`src/rtl/mapper_mem_arbiter.sv`:
```
// rtl/mapper_mem_arbiter.sv - shares one ROM/RAM port between the mapped CPU and the image loader
module mapper_mem_arbiter #(
    parameter int ADDR_W     = 27,
    parameter int STARVE_MAX = 4
) (
    input  logic              clk,
    input  logic              reset,
    input  logic              cpu_req,
    input  logic              cpu_cs,
    input  logic              cpu_rd,
    input  logic              cpu_wr,
    input  logic [ADDR_W-1:0] cpu_addr,
    input  logic [7:0]        cpu_din,
    output logic [7:0]        cpu_dout,
    output logic              cpu_wait,
    input  logic              ldr_req,
    input  logic [ADDR_W-1:0] ldr_addr,
    input  logic [7:0]        ldr_din,
    output logic              ldr_ack,
    output logic              mem_req,
    output logic              mem_we,
    output logic [ADDR_W-1:0] mem_addr,
    output logic [7:0]        mem_din,
    input  logic [7:0]        mem_dout,
    input  logic              mem_ack
);

    typedef enum logic [1:0] {IDLE, CPU_BUSY, LDR_BUSY} state_t;

    localparam logic [3:0] STARVE_LIM = 4'(STARVE_MAX);

    state_t              state_q, state_d;
    logic                cpu_pending_q, cpu_pending_d;
    logic [ADDR_W-1:0]   cpu_addr_q, cpu_addr_d;
    logic [7:0]          cpu_din_q, cpu_din_d;
    logic                cpu_wr_q, cpu_wr_d;
    logic [3:0]          starve_q, starve_d;
    logic                mem_req_q, mem_req_d;
    logic                mem_we_q, mem_we_d;
    logic [ADDR_W-1:0]   mem_addr_q, mem_addr_d;
    logic [7:0]          mem_din_q, mem_din_d;
    logic                ldr_ack_q, ldr_ack_d;
    logic [7:0]          cpu_dout_q, cpu_dout_d;

    logic accept;
    logic ldr_live;
    logic starve_full;

    assign accept = cpu_req & cpu_cs & (cpu_rd | cpu_wr) & ~cpu_pending_q;
    // The loader still holds ldr_req with the old address while it sees ldr_ack,
    // so that cycle must not start a second loader access.
    assign ldr_live    = ldr_req & ~ldr_ack_q;
    assign starve_full = ldr_live & (starve_q == STARVE_LIM);

    assign cpu_wait = cpu_pending_q | accept;
    assign cpu_dout = cpu_dout_q;
    assign ldr_ack  = ldr_ack_q;
    assign mem_req  = mem_req_q;
    assign mem_we   = mem_we_q;
    assign mem_addr = mem_addr_q;
    assign mem_din  = mem_din_q;

    always_comb begin
        state_d       = state_q;
        cpu_pending_d = cpu_pending_q;
        cpu_addr_d    = cpu_addr_q;
        cpu_din_d     = cpu_din_q;
        cpu_wr_d      = cpu_wr_q;
        starve_d      = starve_q;
        mem_req_d     = mem_req_q;
        mem_we_d      = mem_we_q;
        mem_addr_d    = mem_addr_q;
        mem_din_d     = mem_din_q;
        ldr_ack_d     = 1'b0;
        cpu_dout_d    = cpu_dout_q;

        if (accept) begin
            cpu_pending_d = 1'b1;
            cpu_addr_d    = cpu_addr;
            cpu_din_d     = cpu_din;
            cpu_wr_d      = cpu_wr;
        end

        case (state_q)
            IDLE: begin
                if ((cpu_pending_q | accept) & ~starve_full) begin
                    state_d    = CPU_BUSY;
                    mem_req_d  = 1'b1;
                    mem_we_d   = accept ? cpu_wr   : cpu_wr_q;
                    mem_addr_d = accept ? cpu_addr : cpu_addr_q;
                    mem_din_d  = accept ? cpu_din  : cpu_din_q;
                    if (ldr_req && (starve_q != STARVE_LIM)) begin
                        starve_d = starve_q + 4'd1;
                    end
                end else if (ldr_live) begin
                    state_d    = LDR_BUSY;
                    mem_req_d  = 1'b1;
                    mem_we_d   = 1'b1;
                    mem_addr_d = ldr_addr;
                    mem_din_d  = ldr_din;
                    starve_d   = 4'd0;
                end
            end
            CPU_BUSY: begin
                if (mem_ack) begin
                    state_d       = IDLE;
                    mem_req_d     = 1'b0;
                    mem_we_d      = 1'b0;
                    cpu_pending_d = 1'b0;
                    if (!cpu_wr_q) begin
                        cpu_dout_d = mem_dout;
                    end
                end
            end
            LDR_BUSY: begin
                if (mem_ack) begin
                    state_d   = IDLE;
                    mem_req_d = 1'b0;
                    mem_we_d  = 1'b0;
                    ldr_ack_d = 1'b1;
                end
            end
            default: begin
                state_d   = IDLE;
                mem_req_d = 1'b0;
                mem_we_d  = 1'b0;
            end
        endcase

        if (!ldr_req) begin
            starve_d = 4'd0;
        end
    end

    always_ff @(posedge clk) begin
        if (reset) begin
            state_q       <= IDLE;
            cpu_pending_q <= 1'b0;
            cpu_addr_q    <= '0;
            cpu_din_q     <= 8'h00;
            cpu_wr_q      <= 1'b0;
            starve_q      <= 4'd0;
            mem_req_q     <= 1'b0;
            mem_we_q      <= 1'b0;
            mem_addr_q    <= '0;
            mem_din_q     <= 8'h00;
            ldr_ack_q     <= 1'b0;
            cpu_dout_q    <= 8'hFF;
        end else begin
            state_q       <= state_d;
            cpu_pending_q <= cpu_pending_d;
            cpu_addr_q    <= cpu_addr_d;
            cpu_din_q     <= cpu_din_d;
            cpu_wr_q      <= cpu_wr_d;
            starve_q      <= starve_d;
            mem_req_q     <= mem_req_d;
            mem_we_q      <= mem_we_d;
            mem_addr_q    <= mem_addr_d;
            mem_din_q     <= mem_din_d;
            ldr_ack_q     <= ldr_ack_d;
            cpu_dout_q    <= cpu_dout_d;
        end
    end

endmodule

```
`config.mk`:
```
export PLATFORM = sky130hd
export DESIGN_NAME = mapper_mem_arbiter
export DESIGN_NICKNAME = d
export VERILOG_FILES = /design/src/rtl/mapper_mem_arbiter.sv
export SDC_FILE = /design/constraint.sdc
export NUM_CORES = 1
export LEC_CHECK = 0
export CORE_MARGIN = 5
export CORE_UTILIZATION = 45
export DETAILED_ROUTE_END_ITERATION = 8
export PLACE_DENSITY = 0.79
export SETUP_SLACK_MARGIN = 0.1
export SLEW_MARGIN = 10
export SYNTH_ARGS = -nofsm -noshare
export SYNTH_HDL_FRONTEND = slang
export SYNTH_SLANG_ARGS = --single-unit
```
`constraint.sdc`:
```
create_clock -name clk -period 1.93 [get_ports clk]
set_clock_uncertainty 0.05 [all_clocks]
set_input_delay 0.386 -clock clk [delete_from_list [all_inputs] [get_ports clk]]
set_output_delay 0.386 -clock clk [all_outputs]
set_load 0.005 [all_outputs]
```
# Word-level counts from Yosys, hierarchy flattened
# Index checks and enable logic that the tools add are counted.
# word_totals
register_bits,89
inputBits,86
out_inout_bits,47
# op_classes
mux,24
add_sub_neg,1
bitwise,14
n_reduce_logical,10
eq_ne,7
# ops
cell,n
$mux W27,3
$mux W8,3
$mux W4,3
$mux W1,9
$and A1 B1 Y1,6
$mux W2,3
$not A1 Y1,6
$reduce_and A3 Y1,2
$reduce_or A2 Y1,3
$add A4 B1 Y4 const B,1
$eq A4 B3 Y1 const B,1
$ne A2 B1 Y1 const B,2
$ne A4 B3 Y1 const B,1
$pmux W1 S2,2
$pmux W2 S2,1
$reduce_and A2 Y1,2
$ne A3 B3 Y1 const B,1
$eq A2 B1 Y1 const B,1
$eq A2 B2 Y1 const B,1
$logic_not A2 Y1,1
$or A1 B1 Y1,2
$reduce_bool A2 Y1,1
$logic_and A1 B1 Y1,1

# Longest topological paths before layout
# depth
depth_word,7
mapped_depth,8

# Worst setup path before layout
# No wires, ideal clock.
# synth_timing
path_type,register -> register
from,register starve_q[0]
to,register mem_addr_q[0] (netlist: mem_addr[0])
arrival_ns,1.562
setup_ns,0.118
stages_incl_launch_ff,9
path_buffers,2
slack_ns,0.200
required_ns,1.762
synth_period_minus_slack_ns,1.730
cell_sequence,dfxtp_1 -> inv_1 -> ha_1 -> nand3b_1 -> o22a_1 -> buf_4 -> buf_2 -> mux2i_1 -> o2bb2ai_1
# synth_between
elab_chain_cells,6
# synth_rtl
item,line,rtl
start: declaration,37,"logic [3:0] starve_q, starve_d;"
start signal: assignment,155,starve_q <= starve_d;
$eq A4 B3 Y1 *,53,assign starve_full = ldr_live & (starve_q == STARVE_LIM);
$and A1 B1 Y1 *,53,
$not A1 Y1 *,86,if ((cpu_pending_q | accept) & ~starve_full) begin
$and A1 B1 Y1 *,86,
$reduce_bool A2 Y1 (no source line),n/a,
$reduce_and A2 Y1 (no source line),n/a,
end signal: assignment,158,mem_addr_q <= mem_addr_d;
end: declaration,40,"logic [ADDR_W-1:0] mem_addr_q, mem_addr_d;"
# Every way passes the cells marked *; elsewhere a longest branch is shown, timed or not.
# A chain may end at the register's enable or synchronous reset.

# Worst setup path in the final report
# layout_timing
from,input cpu_cs
to,output cpu_wait
# layout_between
elab_chain_cells,4
# layout_rtl
item,line,rtl
start: declaration,9,"input logic cpu_cs,"
$and A1 B1 Y1 (3 in a row),49,assign accept = cpu_req & cpu_cs & (cpu_rd | cpu_wr) & ~cpu_pending_q;
$or A1 B1 Y1,55,assign cpu_wait = cpu_pending_q | accept;
end: declaration,15,"output logic cpu_wait,"
# Every way passes these cells.

==> flow_summary.json <==
{
  "relSlewSlack_pct": 67.3,
  "drc": 0,
  "ys_warn_count": 0,
  "post_cts_buffers": 0,
  "root_buffer": "clkbuf_8",
  "leakage_nw": 2.14,
  "die_h_microns": 104,
  "wire_per_inst_microns": 16.0,
  "regToRegSetupSlack_ps": 230,
  "status": "completed",
  "grt_start_max_net_pins": 31,
  "ant_nets": 0,
  "nets": 644,
  "syn_nets": 511,
  "crit_path_cell_trace": "clkdlybuf4s50_1, o211a_4, or2_4, buf_6",
  "cts_sinks": 89,
  "cpMaxStageDelayCell": "clkdlybuf4s50_1",
  "hp-class": "flip-flop to flip-flop",
  "drive_gt1_share_pct": 14.7,
  "dp.final_hpwl_microns": 7790,
  "r2r-end": "mem_din[0]",
  "gp_congestion": 0.766,
  "clk_latency_ps": 350,
  "drt_iter0_drc": 89,
  "worst_slew_pin_slew_ps": 489,
  "overflow": 0,
  "power.density_nw_per_um2": 767,
  "via_per_inst": 5.30,
  "final_cell_area_sq_um": 5710,
  "dr.pass1.iters": 4,
  "fin_crit_sh_pct": 91.2,
  "io_buffers": 132,
  "worst-path-max-fanout": 3,
  "irDropWorstVdd_mv": 0.495,
  "mostFrequentLayoutCells": "clkdlybuf4s50_1, nand2_1, dfxtp_1, a21oi_1, mux2i_1",
  "row_count": 34,
  "min_path_cells": 2,
  "grt_usage_pct": 19.3,
  "hold_path_end": "cpu_addr_q[22]",
  "cpPeakStageDelay_ps": 430,
  "final_common_cell": "clkdlybuf4s50_1",
  "setup_tns_ps": 0,
  "arrival_ps": 1320,
  "critPathCaptureType": "output pin",
  "dieArea_sq_um": 10900,
  "yosysTopAreaCellShare_pct": 44.6,
  "avgSynthCellArea_sq_um": 9.50,
  "cts_tree": "yes",
  "synthTopCellsByArea": "dfxtp_1, mux2_2, mux2i_1, nand2_1, o2bb2ai_1",
  "crit_type": "input port to output pin",
  "start_util_pct": 46.0,
  "syn_inst": 420,
  "antenna_found_initial": 0,
  "htreeDepth": 3,
  "fin_crit_ps": 1760,
  "min_from": "cpu_addr_q[22]",
  "worstPathRequired_ps": 1490,
  "core_area_sq_um": 8680,
  "area_delta_synth_final_pct": 43.0,
  "diodes": 0,
  "rsz0062_at_grt": "false",
  "yosysTopAreaCell": "dfxtp_1",
  "hold_viol_final": 0,
  "clock_path_buffers": 2,
  "syn-cell-area_sq_um": 3990,
  "numCtsBuffers": 9,
  "max_freq_mhz": 568,
  "finalSetupViolCount": 0,
  "start_kind": "input port",
  "synth_cell_type_count": 36,
  "grt_pass1_vias": 3620,
  "route.vias.total": 3531,
  "ys_seq_elements": 89,
  "dpl-instance-area_sq_um": 5520,
  "cap_violations": 0,
  "dieWidth_microns": 104,
  "path_clk_slew_ps": 90,
  "drt-total-wl_microns": 10600,
  "grt_pass1_wl_microns": 17600,
  "r2r_cells": 7,
  "yosysSeqAreaShare_pct": 44.6,
  "r2r_start": "starve_q[0]",
  "finalMaxSlewViolations": 0,
  "ios": 133
}
[per-layer routing]
layer / part of all wire, % / global-route usage (%) / up-vias
li1: - / - / 1745
met1: 44 / 23.1 / 1658
met2: 48 / 33.2 / 115
met3: 6.4 / 5.59 / 13
met4: 1.4 / 5.83 / 0
met5: 0 / 0 / -
[cell type report]
type	instances	area, sq um
Clock buffer	11	141
Clock inverter	5	38.8
Fill cell	691	2970
Inverter	7	26.3
Multi-Input combinational cell	294	2040
Sequential cell	89	1780
Tap cell	108	135
Timing Repair Buffer	152	1540
[power by group]
group | switching, mW | internal [mW] | total (mW)
Sequential | 0.0954 | 2.00 | 2.09
Clock | 0.656 | 0.511 | 1.17
Combinational | 0.446 | 0.674 | 1.12
Total | 1.20 | 3.18 | 4.38
[cell families (layout without fill, tap and decap cells)]
kind of cell | count (synthesis) | count (layout) | synth area share (%)
buf+inv | 37 | 175 | 4.42
flops | 89 | 89 | 44.6
fa+ha+maj | 5 | 5 | 1.57
simple gates | 130 | 130 | 14.7
mux | 72 | 72 | 19.2
compound gates | 87 | 87 | 15.5
[Yosys cell counts]
master,n
ha_1,5
nand2b_1,4
or3_4,1
nand2_1,97
o2bb2ai_1,35
o22a_1,1
a21oi_4,1
buf_4,1
buf_1,2
a2bb2oi_1,1
o22ai_1,1
clkbuf_1,15
buf_6,3
a21oi_1,40
nand3b_2,1
o211a_4,1
and3b_1,1
nor2b_1,2
nor2_1,5
o41ai_1,1
a21o_1,1
or2b_1,1
a31oi_1,2
nand4b_1,1
nand3b_1,11
o211a_1,1
or2_2,2
and2_1,1
buf_2,9
mux2i_1,37
or3_1,1
mux2_2,35
inv_1,7
nand3_1,2
o311ai_0,2
dfxtp_1,89
[state kept, by name, summed over array words and instances, names as in the netlist]
| register | flops |
|---|---|
| mem_addr | 27 |
| mem_we | 1 |
| cpu_pending_q | 1 |
| mem_din | 8 |
| state_q | 2 |
| cpu_wr_q | 1 |
| ldr_ack | 1 |
| mem_req | 1 |
| cpu_dout | 8 |
| cpu_addr_q | 27 |
| starve_q | 4 |
| cpu_din_q | 8 |
[through the flow]
stage               hold WS, ps  utilization, %  total power, mW  worst slack, ps  cells
floorplan                   383               -             2.62              200    420
global placement            388            63.6             3.22             -313    650
detailed placement          396            63.6             3.25             -358    650
CTS                         408            65.7             4.41              169    666
global route                424            65.8             4.60              106    666
finish                      409            65.8             4.38              170    666
[how the worst max path moves through the flow]
stage	to	depth (start not counted)	start	slack [ps]
2_1_floorplan	mem_addr[0]	8	starve_q[0]	200
3_3_place_gp	cpu_wait	4	cpu_wr	-310
3_5_place_dp	cpu_wait	4	cpu_wr	-360
4_1_cts	cpu_wait	4	cpu_cs	170
5_1_grt	mem_addr[20]	7	cpu_cs	110
6_report	cpu_wait	4	cpu_cs	170
[critical path, delay by kind of cell]
| family | cells | cell delay [ps] |
|---|---|---|
| AND/OR/NAND/NOR | 1 | 230 |
| AO/OA/AOI/OAI | 1 | 160 |
| buffers and inverters | 2 | 550 |
[what timing repair did]
action / 4_1_cts / 5_1_grt
pin swaps: 1 / 0
hold buffers: 0 / 0
endpoints found under the setup margin: 1 / 3
gates cloned: 0 / 0
resized for setup: 8 / 3
No activity file was read; power rests on OpenSTA's default activity.
